## config.mk

```make
export PLATFORM = sky130hd
export DESIGN_NAME = uart_tx_prog
export DESIGN_NICKNAME = d
export VERILOG_FILES = /design/src/rtl/uart_tx_prog.sv
export SDC_FILE = /design/constraint.sdc
export NUM_CORES = 1
export LEC_CHECK = 0
export BUFFER_PORTS_ARGS = -buffer_cell sky130_fd_sc_hd__clkbuf_2
export CAP_MARGIN = 10
export CORE_MARGIN = 8
export CORE_UTILIZATION = 51
export DETAILED_ROUTE_END_ITERATION = 8
export GPL_TIMING_DRIVEN = 0
export HOLD_SLACK_MARGIN = 0.02
export PLACE_DENSITY = 0.72
export SYNTH_ARGS = -nofsm -noshare
export SYNTH_HDL_FRONTEND = slang
export SYNTH_SLANG_ARGS = --single-unit
export TNS_END_PERCENT = 10
```

## constraint.sdc

```tcl
create_clock -name clk_i -period 12.35 [get_ports clk_i]
set_input_delay 1.235 -clock clk_i [delete_from_list [all_inputs] [get_ports clk_i]]
set_output_delay 1.235 -clock clk_i [all_outputs]
set_load 0.03 [all_outputs]
```

## src/rtl/uart_tx_prog.sv

```systemverilog
// Buffered 8N1 UART transmitter: byte FIFO feeding a serialiser whose bit period
// is latched from clks_per_bit_i at the start of every frame.
module uart_tx_prog #(
    parameter int unsigned FIFO_DEPTH = 4,
    parameter int unsigned STOP_BITS  = 1
) (
    input  logic                          clk_i,
    input  logic                          rst_i,
    input  logic [15:0]                   clks_per_bit_i,
    input  logic                          tx_valid_i,
    input  logic [7:0]                    tx_byte_i,
    output logic                          tx_ready_o,
    output logic                          tx_serial_o,
    output logic                          tx_en_o,
    output logic                          tx_done_o,
    output logic [$clog2(FIFO_DEPTH):0]   fifo_level_o
);

    localparam int unsigned AW = $clog2(FIFO_DEPTH);
    localparam int unsigned LW = AW + 1;

    localparam logic [1:0] StIdle  = 2'd0;
    localparam logic [1:0] StStart = 2'd1;
    localparam logic [1:0] StData  = 2'd2;
    localparam logic [1:0] StStop  = 2'd3;

    logic [7:0]    mem_q [FIFO_DEPTH];
    logic [AW-1:0] wr_ptr_q, rd_ptr_q;
    logic [LW-1:0] level_q;
    logic          push, pop, fifo_empty;

    logic [1:0]  state_q, state_d;
    logic [15:0] timer_q, timer_d;
    logic [15:0] period_q, period_d;
    logic [2:0]  bit_idx_q, bit_idx_d;
    logic [7:0]  shift_q, shift_d;
    logic        serial_q, serial_d;
    logic        en_q, en_d;
    logic        done_q, done_d;
    logic        tick;

    // Ready is a pure function of the registered level, so a full FIFO never
    // accepts a byte even on a cycle where the serialiser pops.
    assign tx_ready_o   = level_q < LW'(FIFO_DEPTH);
    assign push         = tx_valid_i & tx_ready_o;
    assign fifo_empty   = (level_q == '0);
    assign fifo_level_o = level_q;

    always_ff @(posedge clk_i) begin
        if (push) begin
            mem_q[wr_ptr_q] <= tx_byte_i;
        end
    end

    always_ff @(posedge clk_i or posedge rst_i) begin
        if (rst_i) begin
            wr_ptr_q <= '0;
            rd_ptr_q <= '0;
            level_q  <= '0;
        end else begin
            if (push) begin
                wr_ptr_q <= wr_ptr_q + AW'(1);
            end
            if (pop) begin
                rd_ptr_q <= rd_ptr_q + AW'(1);
            end
            if (push && !pop) begin
                level_q <= level_q + LW'(1);
            end else if (!push && pop) begin
                level_q <= level_q - LW'(1);
            end
        end
    end

    assign tick = (timer_q == period_q - 16'd1);

    always_comb begin
        state_d   = state_q;
        timer_d   = timer_q;
        period_d  = period_q;
        bit_idx_d = bit_idx_q;
        shift_d   = shift_q;
        serial_d  = serial_q;
        en_d      = en_q;
        done_d    = 1'b0;
        pop       = 1'b0;

        if (state_q != StIdle) begin
            timer_d = tick ? 16'd0 : timer_q + 16'd1;
        end

        case (state_q)
            StIdle: begin
                serial_d = 1'b1;
                en_d     = 1'b0;
                pop      = !fifo_empty;
            end
            StStart: begin
                if (tick) begin
                    state_d   = StData;
                    bit_idx_d = 3'd0;
                    serial_d  = shift_q[0];
                end
            end
            StData: begin
                if (tick) begin
                    if (bit_idx_q == 3'd7) begin
                        state_d   = StStop;
                        bit_idx_d = 3'd0;
                        serial_d  = 1'b1;
                    end else begin
                        bit_idx_d = bit_idx_q + 3'd1;
                        shift_d   = {1'b0, shift_q[7:1]};
                        serial_d  = shift_q[1];
                    end
                end
            end
            StStop: begin
                if (tick) begin
                    if (bit_idx_q == 3'(STOP_BITS - 1)) begin
                        done_d = 1'b1;
                        if (!fifo_empty) begin
                            pop = 1'b1;
                        end else begin
                            state_d  = StIdle;
                            serial_d = 1'b1;
                            en_d     = 1'b0;
                        end
                    end else begin
                        bit_idx_d = bit_idx_q + 3'd1;
                    end
                end
            end
            default: state_d = StIdle;
        endcase

        // Frame load from idle or straight out of the last stop bit (no gap).
        if (pop) begin
            state_d  = StStart;
            shift_d  = mem_q[rd_ptr_q];
            period_d = (clks_per_bit_i < 16'd2) ? 16'd2 : clks_per_bit_i;
            timer_d  = 16'd0;
            serial_d = 1'b0;
            en_d     = 1'b1;
        end
    end

    always_ff @(posedge clk_i or posedge rst_i) begin
        if (rst_i) begin
            state_q   <= StIdle;
            timer_q   <= 16'd0;
            period_q  <= 16'd2;
            bit_idx_q <= 3'd0;
            shift_q   <= 8'd0;
            serial_q  <= 1'b1;
            en_q      <= 1'b0;
            done_q    <= 1'b0;
        end else begin
            state_q   <= state_d;
            timer_q   <= timer_d;
            period_q  <= period_d;
            bit_idx_q <= bit_idx_d;
            shift_q   <= shift_d;
            serial_q  <= serial_d;
            en_q      <= en_d;
            done_q    <= done_d;
        end
    end

    assign tx_serial_o = serial_q;
    assign tx_en_o     = en_q;
    assign tx_done_o   = done_q;

endmodule

```

# [Word-level counts from Yosys, hierarchy flattened]
# Memory sizes are Yosys's and may differ from the RTL's.
# Cells that the tools add are included.
# W data, S select, Z words.
[op_classes] bitwise=1 n_reduce_logical=21 n_eq_ne=16 muxes=46 addsub=7 n_lt_le_gt_ge=2
[ops] op="$mux W16" count=4
[ops] op="$mux W8" count=4
[ops] op="$mux W3" count=7
[ops] op="$mux W1" count=19
[ops] op="$ne A3 B3 Y1 const B" count=6
[ops] op="$add A16 B1 Y16 const B" count=1
[ops] op="$eq A16 B16 Y1" count=1
[ops] op="$lt A16 B2 Y1 const B" count=1
[ops] op="$sub A16 B1 Y16 const B" count=1
[ops] op="$mux W2" count=7
[ops] op="$ne A2 B2 Y1 const B" count=5
[ops] op="$reduce_and A5 Y1" count=2
[ops] op="$reduce_bool A2 Y1" count=5
[ops] op="$pmux W3 S3" count=1
[ops] op="$reduce_and A7 Y1" count=1
[ops] op="$add A3 B1 Y3 const B" count=2
[ops] op="$logic_not A3 Y1" count=2
[ops] op="$pmux W2 S3" count=1
[ops] op="$reduce_bool A3 Y1" count=2
[ops] op="$add A2 B1 Y2 const B" count=2
[ops] op="$eq A2 B2 Y1 const B" count=2
[ops] op="$pmux W1 S2" count=2
[ops] op="$pmux W1 S4" count=1
[ops] op="$reduce_and A4 Y1" count=1
[ops] op="other kinds (10)" count=13
[word_totals] register_bits=55 output_inout_bits=7 n_memories=1 elab_cells=105 mem_bits_rw=32 inputBits=27
[memory_table] name="mem_q" words=4 word_bits=8 read_ports=1 rd_clocked_by_memory_dff=0 write_ports=1 line_no="27" text="logic [7:0] mem_q [FIFO_DEPTH];"

# [Depth between registers and ports, before layout]
# Gate-level depths: netlist (run 1).
[logic_depth] ltp_word=8 ltp_mapped=18 depth_no_buf=16

# [Worst setup path before layout (run 1)]
# Ideal clock, no wire load.
[synth_path] path_kind="register -> register" from="register period_q[7]" to="register level_q[1] (netlist: fifo_level_o[1])" required_time_ns=12.225 setup_time_ns=0.125 arrival_time_ns=3.743 path_buffers=3 stages_incl_launch_ff=16 setup_slack_ns=8.482 cell_sequence="dfrtp_1 -> buf_6 -> or4_4 -> or4_4 -> or4_1 -> o21ai_1 -> and2_1 -> buf_4 -> a31oi_4 -> nor2_8 -> inv_4 -> buf_6 -> ha_1 -> inv_1 -> fa_1 -> mux2_2"
[synth_between] elab_chain_cells=7
[synth_rtl] element="start: declaration" line_no="34" text="logic [15:0] period_q, period_d;"
[synth_rtl] element="start signal: assignment" line_no="161" text="period_q <= period_d;"
[synth_rtl] element="$sub A16 B1 Y16 (*)" line_no="75" text="assign tick = (timer_q == period_q - 16'd1);"
[synth_rtl] element="$eq A16 B16 Y1 (*)" line_no="75"
[synth_rtl] element="$mux W1 (*)" line_no="119" text="if (tick) begin"
[synth_rtl] element="$pmux W1 S2 (*)" line_no="92" text="case (state_q)"
[synth_rtl] element="$logic_not A1 Y1" line_no="67" text="if (push && !pop) begin"
[synth_rtl] element="$logic_and A1 B1 Y1" line_no="67"
[synth_rtl] element="$mux W3 or $reduce_bool A2 Y1 (tied branches)"
[synth_rtl] element="end signal: assignment" line_no="68" text="level_q <= level_q + LW'(1);"
[synth_rtl] element="end signal: assignment" line_no="70" text="level_q <= level_q - LW'(1);"
[synth_rtl] element="end: declaration" line_no="29" text="logic [LW-1:0] level_q;"
# Every way passes the cells marked *; elsewhere a longest branch is shown, timed or not.
# A chain may end at the register's enable or synchronous reset.

# [Worst setup path in the final report (run 1)]
[layout_path] from="register period_q[2]" to="register level_q[1] (netlist: fifo_level_o[1])"
# The elaborated chain is that of the path after synthesis.

==> results_dict.tcl, run 1 <==
set metrics [dict create \
    core_um2 8720 \
    post_cts_buffers 0 \
    finalHoldViolCount 0 \
    globalplace.congestion 0.847 \
    clk_pin_slew_ns 0.09 \
    worstSetupStartpointType "flop" \
    cts_root_buffer "clkbuf_8" \
    cts_tree "built" \
    finalSetupViolations 0 \
    overflow 0 \
    status "completed" \
    num_rows 34 \
    grt_max_degree 35 \
    ant_nets 0 \
    crit_type "flop to flop" \
    drv_cap 0 \
    groute.usage.overall 0.152 \
    critPathCaptureType "flop" \
    yosys_warnings 0 \
    io_buffers 33 \
    ctsHoldBuffers 0 \
    drc 0 \
    fmax_mhz 228 \
    synthTopCellsByCount "dfrtp_1, edfxtp_1, nor2_1, mux2_2, xnor2_1" \
    dp_hpwl_um 6900 \
    setup_tns_ns 0 \
    synth_edf_count 32 \
    initial_core_util 0.528 \
    postCtsResizedCells 0 \
    fillers 736 \
    vias_per_cell 5.62 \
    netlist_top_cells_area "dfrtp_1, edfxtp_1, mux2_2" \
    drive_above_1_share 0.244 \
    cts_made_buffers 9 \
    syn_inst 381 \
    first_pass_iters 4 \
    grt_pass1_vias 3117 \
    p_leak_nw 2.08 \
    clock_power_share 0.211 \
    slew_headroom 0.483 \
    area_growth_pct 11.5 \
    pwr_density_cell_nw_per_um2 190 \
    place_area_um2 4920 \
    synth.distinct_cells 56 \
    p_seq_frac 0.453 \
    synthesis.area_um2 4600 \
    ir_drop_mv 0.101 \
    maxSlewViolCount 0 \
    wirelength_um 9020 \
    async_reset_ff_frac 0.632 \
    ys.flop_type "dfrtp_1" \
    dp.cells 523 \
    synth.net_count 424 \
    clock_tree.buffer_depth 2 \
    grt_antenna_before_repair 0 \
    worstSkewPairLatency_ns 0.35 \
    drtIter0Drc 188 \
    whs_ns 0.496 \
    critical_path_arrival_ns 4.61 \
    synthMostInstantiatedCell "dfrtp_1" \
    via_count 3027 \
    htree_levels 3 \
    skew_ns 0.0194 \
    fin_nets 469 \
    rsz0062_at_grt "no" \
    final_area_um2 5130 \
    comb_power_share 0.335 \
    path_max_fanout 10 \
    synth_top_cell_by_area "dfrtp_1" \
    cts_sinks 87 \
    die_y_um 111 \
    p_int_w 0.000638 \
    regArea_um2 2340 \
    grt_pass1_wl_um 15400 \
    hold_class "flop to flop" \
    p_sw_w 0.000337 \
    tightest_slew_ns 0.775 \
    critPathRequiredTime_ns 12.58 \
    ios 34 \
    synth.ff_latch_count 87 \
    yosysSeqAreaShare 0.509 \
    syn_avg_cell_area_um2 12.1 \
    die_area_um2 12300 \
    period_needed_ns 4.39 \
    wl_per_cell_um 16.7 \
    switching_share 0.346 \
    num_antenna_cells 0 \
    synth_top_cell_area_share 0.288 \
    die_w_um 111 \
    final_cells 539 \
    multi_input_area_um2 2110 \
    post-route-period-util 0.355 \
]
[critical path: stages, from the launching register on]
cell       delay (ns)
dfrtp_1          0.49
or4_1            0.54
clkbuf_1         0.22
o21a_1           0.22
nor4_1           0.43
nand4bb_1        0.22
nor4_4           0.54
a31oi_4          0.21
nor2_8           0.22
inv_4            0.07
buf_6            0.15
ha_1             0.21
inv_1            0.07
fa_1             0.40
mux2_2           0.26
[per-stage QoR]
step / util / total power [W] / worst slack [ns]
floorplan: - / 0.000692 / 8.48
global placement: 0.562 / 0.000763 / 8.11
detailed placement: 0.564 / 0.000778 / 8.03
CTS: 0.588 / 0.000983 / 8.00
global route: 0.588 / 0.00104 / 7.77
finish: 0.588 / 0.000975 / 7.96
[state kept, by name, summed over array words and instances (netlist names)]
signal / flops
fifo_level_o: 3
tx_en_o: 1
tx_serial_o: 1
timer_q: 16
period_q: 16
state_q: 2
wr_ptr_q: 2
mem_q: 32
bit_idx_q: 3
shift_q: 8
tx_done_o: 1
rd_ptr_q: 2
[power by group through the flow]
stage	Sequential (W)	Combinational, W	Clock (W)
CTS	0.000441	0.000331	0.000211
finish	0.000442	0.000327	0.000206
global route	0.000453	0.000362	0.000226
detailed placement	0.000447	0.000331	0
global placement	0.000443	0.000320	0
floorplan	0.000443	0.000250	0
[layout make-up]
class / count / area share
well taps: 108 / 0.0263
plain buffers: 15 / 0.0154
clock buffers: 12 / 0.0302
multi-input cells: 260 / 0.411
flip-flops and latches: 87 / 0.456
clock inverters: 4 / 0.0107
inverters: 19 / 0.0144
repair buffers: 34 / 0.0361
[kinds of logic (layout without fill, tap and decap cells)]
logic type,Yosys count,after routing,share of synthesized area
multiplexers,42,42,0.124
flip-flops,87,87,0.509
XOR/XNOR,38,38,0.0753
adder cells (fa/ha/maj),16,16,0.0451
buffers and inverters,34,84,0.0332
AO/OA/AOI/OAI,42,42,0.0590
AND/OR/NAND/NOR,122,122,0.154
[worst paths after layout]
kind	from	to	slack, ns	cells after the start
setup / recovery	period_q[2]	fifo_level_o[1]	7.96	14
hold / removal	tx_en_o	tx_en_o	0.50	1
setup reg to reg	period_q[2]	fifo_level_o[1]	7.96	14
hold reg to reg	tx_en_o	tx_en_o	0.50	1
max in group asynchronous	rst_i	period_q[1]	10.83	3
min in group asynchronous	rst_i	timer_q[7]	0.89	2
[layer usage]
| metal | wire (um) | share of wire | vias up | track usage |
|---|---|---|---|---|
| met1 | 4270 | 0.47 | 1500 | 0.201 |
| met5 | 0 | 0 | - | 0 |
| met3 | 276 | 0.031 | 12 | 0.0287 |
| met2 | 4340 | 0.48 | 52 | 0.242 |
| li1 | - | - | 1463 | - |
| met4 | 129 | 0.014 | 0 | 0.0505 |
[cell usage in the layout (no fill, tap or decap), types with 11 or more instances in the layout]
cell type and n:
clkbuf_1 11, ha_1 15, nor2_1 26, xor2_1 16, clkbuf_8 11, clkbuf_2 33, mux2_2 25, nand3_1 13
xnor2_1 21, dfrtp_1 53, inv_1 17, nor3_1 12, o21ai_0 17, edfxtp_1 32, nand2_1 18
Power figures use the tool's default switching activity.
==> run 2: changes to the inputs <==
- ABC_AREA: default -> 1
- PLACE_DENSITY: 0.72 -> 0.75
- clock period: 12.35 -> 3.6 ns (I/O delays scaled with it)
==> run 2 against run 1 <==
Utilization shrank 0.36 points. Final cell count grew 46%. Sequential share of layout area down 3.9 points. First-iteration DRC count grew 80%. Die area grew 6.5%. Non-clock buffer count grew 3. Critical endpoint unchanged. Sequential power rose to 3.6 times the previous value.
==> results_dict.tcl, run 2 <==
set metrics [dict create \
    status "completed" \
    clock_power_share 0.152 \
    dp_hpwl_um 8470 \
    synth.distinct_cells 41 \
    netlist_top_cells_area "dfrtp_1, edfxtp_1, nand2_1" \
    pwr_density_cell_nw_per_um2 871 \
    wl_per_cell_um 14.3 \
    groute.usage.overall 0.178 \
    htree_levels 3 \
    core_um2 9590 \
    clk_pin_slew_ns 0.09 \
    drive_above_1_share 0.153 \
    skew_ns 0.00772 \
    synth_edf_count 32 \
    p_seq_frac 0.328 \
    cp_num_buf_inv 5 \
    num_rows 36 \
    drtIter0Drc 339 \
    worst_slack_ns 0.147 \
    globalplace.congestion 0.870 \
    period_needed_ns 3.45 \
    syn_avg_cell_area_um2 8.30 \
    p_leak_nw 2.62 \
    io_buffers 33 \
    dp.cells 763 \
    maxSlewViolCount 0 \
    critical_path_arrival_ns 3.70 \
    path_cells "inv_2 > ha_4 > inv_1 > nand2_1 > nand2_1 > nor2_2 > nand2_1 > nor2_1 > nand2_1 > nor2_2 > nand3_2 > nor2_4 > nand2_4 > nand2_4 > nand2_4 > buf_8 > buf_6 > ha_1 > inv_2 > fa_1 > mux2_2" \
    synthTopCellsByCount "nand2_1, nor2_1, inv_1, dfrtp_1, nand3_1" \
    cp_top_family "simple AND/OR/NAND/NOR gates" \
    ios 34 \
    first_pass_iters 5 \
    worstSetupStartpointType "flop" \
    crit_path_max_incr_delay_ns 0.58 \
    initial_core_util 0.516 \
    grt_pass1_vias 3901 \
    cp_common_cell "nand2_1" \
    crit_type "flop to flop" \
    cts_tree "built" \
    top_regs "mem_q x32, period_q x16, timer_q x16" \
    async_reset_ff_frac 0.632 \
    synth_top_cell_area_share 0.268 \
    drc 0 \
    grt_pass1_wl_um 18400 \
    grt_antenna_before_repair 0 \
    synth.ff_latch_count 87 \
    synthMostInstantiatedCell "nand2_1" \
    synth.net_count 639 \
    ant_nets 0 \
    vias_per_cell 5.16 \
    worstSkewPairLatency_ns 0.35 \
    clock_tree.buffer_depth 2 \
    yosys_warnings 0 \
    path_max_fanout 10 \
    ys.flop_type "dfrtp_1" \
    die_area_um2 13100 \
    grt_max_degree 33 \
    critPathCaptureType "flop" \
    wirelength_um 11300 \
    area_growth_pct 13.3 \
    critPathRequiredTime_ns 3.84 \
    post-route-period-util 0.959 \
    ir_drop_mv 0.401 \
    final_cells 786 \
    drv_cap 0 \
    syn_inst 596 \
    overflow 0 \
    cts_root_buffer "clkbuf_8" \
    p_int_w 0.00265 \
    final_common_cell "nand2_1" \
    dp_slack_ns -0.0357 \
    largest_register_ffs 32 \
    comb_power_share 0.520 \
    hold_class "primary input to async pin" \
    tightest_slew_ns 0.773 \
    fmax_mhz 290 \
    p_sw_w 0.00224 \
    finalHoldViolCount 0 \
    cts_made_buffers 9 \
    switching_share 0.459 \
    num_antenna_cells 0 \
    die_w_um 115 \
    synth_top_cell_by_area "dfrtp_1" \
    cts_sinks 87 \
    finalSetupViolations 0 \
    final_cell_mix "nand2_1, nor2_1, inv_1" \
    ctsHoldBuffers 0 \
    yosysSeqAreaShare 0.473 \
    via_count 4057 \
    critical-path-slowest-cell "dfstp_2" \
    slew_headroom 0.483 \
    fin_nets 691 \
    largest_register "mem_q" \
    synthesis.area_um2 4950 \
    die_y_um 115 \
]
[run 2: cell type report]
type                       count  area, um2
clock buffer                  10        128
clock inverter                 6       85.1
timing repair buffer          41        245
sequential                    87       2340
multi-input combinational    430       2300
tap                          133        166
buffer                        11       88.8
fill                         821       3980
inverter                      68        255
[run 2: logic make-up (layout without fill, tap and decap cells)]
kind of cell	after synthesis	after routing	share of synthesized area
AOI/OAI and AO/OA	59	59	0.0680
xor gates and xnor gates	33	33	0.0584
adders and majority gates	16	16	0.0420
buffers and inverters	79	136	0.0688
DFF	87	87	0.473
muxes	1	1	0.00227
and+or+nand+nor	321	321	0.288
[run 2: through the flow]
step	total power (W)	utilization	TNS, ns	hold slack (ns)	instance area (um2)
6_report	0.00489	0.585	0	0.104	5610
5_1_grt	0.00529	0.585	-0.00619	0.147	5610
4_1_cts	0.00481	0.577	0	0.117	5530
3_5_place_dp	0.00406	0.553	-0.0357	0.459	5310
3_3_place_gp	0.00396	0.550	0	0.459	5280
2_1_floorplan	0.00345	-	0	0.459	4950
[run 2: power groups by stage]
stage               registers (W)  clock network [W]  logic [W]
detailed placement        0.00162                  0    0.00244
finish                    0.00160           0.000744    0.00254
global placement          0.00160                  0    0.00236
CTS                       0.00160           0.000750    0.00246
global route              0.00164           0.000787    0.00286
floorplan                 0.00161                  0    0.00184
[run 2: worst paths after layout]
path | startpoint | to | slack [ns] | cells past startpoint
min reg2reg | tx_en_o | tx_en_o | 0.48 | 2
max in group asynchronous | rst_i | timer_q[7] | 2.93 | 3
min | rst_i | fifo_level_o[2] | 0.10 | 2
min in group clk_i | tx_byte_i[0] | mem_q[2][0] | 0.22 | 1
max | period_q[1] | fifo_level_o[1] | 0.15 | 21
max reg2reg | period_q[1] | fifo_level_o[1] | 0.15 | 21
[run 2: routing by layer]
metal	global-route usage	wire, um
met1	0.208	4810
met2	0.307	5510
met3	0.0353	586
met4	0.0843	348
met5	0	0
[run 2: timing repair]
| action | in CTS | in global routing |
|---|---|---|
| gates cloned | 0 | 0 |
| gates resized for setup | 1 | 9 |
| hold endpoints to repair | 0 | 0 |
| setup endpoints to repair | 1 | 2 |
| pin swaps | 1 | 5 |
| setup buffers | 1 | 6 |
==> run 3: changes to the inputs <==
- CTS_BUF_LIST: default -> sky130_fd_sc_hd__clkbuf_4
- GPL_TIMING_DRIVEN: 0 -> default
==> run 3 against run 2 <==
Sequential share of layout area is 2.0 points higher. Combinational power is 11% lower. Critical endpoint unchanged. Fmax is 8.5% higher. Register-to-register slack better by 0.27 ns. First-iteration DRC count is 37% lower. Largest power group unchanged. Final cell count is 2.0% lower. Non-clock buffer count is 16 lower. Clock power is 29% lower.
==> results_dict.tcl, run 3 (synthesis gave the netlist of run 2 again) <==
set metrics [dict create \
    status "completed" \
    crit_type "flop to flop" \
    grt_pass1_vias 3967 \
    fmax_mhz 314 \
    dp_slack_ns 0.444 \
    rsz0062_at_grt "no" \
    skew_ns 0.0159 \
    top_regs "mem_q x32, period_q x16, timer_q x16" \
    via_count 3937 \
    tightest_slew_ns 0.780 \
    p_sw_w 0.00217 \
    grt_pass1_wl_um 18600 \
    final_cell_mix "nand2_1, nor2_1, inv_1" \
    num_rows 36 \
    critPathCaptureType "flop" \
    reg2regPathDepth 19 \
    ir_drop_mv 0.418 \
    p_int_w 0.00227 \
    path_cells "inv_1 > ha_1 > inv_1 > nand2_1 > nand2_1 > nor2_1 > nand2_1 > nor2_1 > nand2_1 > nor2_1 > nand3_2 > nor2_4 > nand2_2 > nand2_2 > nand2_2 > ha_1 > inv_1 > fa_1 > mux2_2" \
    drtIter0Drc 212 \
    cp_common_cell "nand2_1" \
    groute.usage.overall 0.177 \
    clk_pin_slew_ns 0.15 \
    worstSetupStartpointType "flop" \
    final_cells 770 \
    grt_max_degree 39 \
    globalplace.congestion 0.865 \
    final_common_cell "nand2_1" \
    clock_tree.buffer_depth 2 \
    die_area_um2 13100 \
    post-route-period-util 0.884 \
    overflow 0 \
    period_needed_ns 3.18 \
    wl_per_cell_um 13.9 \
    cts_tree "built" \
    finalSetupViolations 0 \
    dp.cells 753 \
    min_from "tx_byte_i[1]" \
    cp_num_buf_inv 3 \
    min_to "mem_q[0][1]" \
    comb_power_share 0.510 \
    initial_core_util 0.516 \
    cts_made_buffers 9 \
    drv_cap 0 \
    htree_levels 3 \
    hold_class "primary input to flop" \
    wl_met2_um 5350 \
    switching_share 0.489 \
    slew_headroom 0.478 \
    path_max_fanout 5 \
    ant_nets 0 \
    maxSlewViolCount 0 \
    drive_above_1_share 0.132 \
    grt_antenna_before_repair 0 \
    top_layer "met4" \
    num_antenna_cells 0 \
    critical-path-slowest-cell "dfstp_2" \
    core_um2 9590 \
    largest_register "mem_q" \
    crit_path_max_incr_delay_ns 0.58 \
    p_seq_frac 0.371 \
    area_growth_pct 8.09 \
    clock_power_share 0.119 \
    p_leak_nw 2.49 \
    io_buffers 33 \
    cts_sinks 87 \
    setup_tns_ns 0 \
    fin_nets 675 \
    r2r_end "fifo_level_o[1]" \
    dp_hpwl_um 8370 \
    whs_ns 0.115 \
    cts_root_buffer "clkbuf_4" \
    worstSkewPairLatency_ns 0.45 \
    postCtsResizedCells 0 \
    wl_met1_um 4730 \
    die_w_um 115 \
    r2r-start "period_q[1]" \
    wirelength_um 10700 \
    critical_path_arrival_ns 3.53 \
    reg2reg_slack_ns 0.42 \
    critPathRequiredTime_ns 3.95 \
    largest_register_ffs 32 \
    post_cts_buffers 0 \
    drc 0 \
    ios 34 \
    finalHoldViolCount 0 \
    worstHoldPathCells 1 \
    worst_slack_ns 0.417 \
    pwr_density_cell_nw_per_um2 828 \
    first_pass_iters 4 \
    vias_per_cell 5.11 \
    ctsHoldBuffers 1 \
    die_y_um 115 \
    cp_top_family "simple AND/OR/NAND/NOR gates" \
    wl_met3_um 365 \
]
-- run 3: cell types whose count changed in the layout (fill, tap and decap cells not counted), moves of 3 or more --
cell and delta:
clkbuf_8 -9, clkbuf_4 +9, clkbuf_1 -4, buf_4 -6, nand2_2 +3, nand2_4 -3, buf_6 -4
-- run 3: worst max-delay path by stage --
stage / startpoint / end / slack (ns) / cells after the start
2_1_floorplan: period_q[1] / fifo_level_o[1] / 0.42 / 21
3_3_place_gp: period_q[1] / fifo_level_o[1] / 0.53 / 19
3_5_place_dp: period_q[1] / fifo_level_o[1] / 0.44 / 19
4_1_cts: period_q[1] / fifo_level_o[1] / 0.42 / 19
5_1_grt: period_q[1] / fifo_level_o[1] / 0.17 / 19
6_report: period_q[1] / fifo_level_o[1] / 0.42 / 19
-- run 3: per-layer routing --
layer / global-route usage / vias up
met2: 0.303 / 78
met4: 0.0878 / 0
met3: 0.0295 / 23
met5: 0 / -
met1: 0.211 / 1839
li1: - / 1997
-- run 3: metrics by stage --
step / total power, W / cell area, um2 / utilization
2_1_floorplan: 0.00345 / 4950 / -
3_3_place_gp: 0.00384 / 5210 / 0.543
3_5_place_dp: 0.00392 / 5210 / 0.543
4_1_cts: 0.00445 / 5350 / 0.558
5_1_grt: 0.00485 / 5350 / 0.558
6_report: 0.00443 / 5350 / 0.558
-- run 3: layout make-up --
class | count | area [um2]
fill | 879 | 4240
sequential | 87 | 2340
multi-input combinational | 430 | 2270
inverter | 68 | 255
timing repair buffer | 36 | 190
tap | 133 | 166
clock buffer | 9 | 67.6
clock inverter | 7 | 61.3
-- run 3: power groups by stage --
stage	logic [W]	registers [W]	clock network (W)
6_report	0.00226	0.00164	0.000529
5_1_grt	0.00260	0.00169	0.000569
4_1_cts	0.00227	0.00164	0.000540
3_5_place_dp	0.00226	0.00167	0
3_3_place_gp	0.00219	0.00165	0
2_1_floorplan	0.00184	0.00161	0
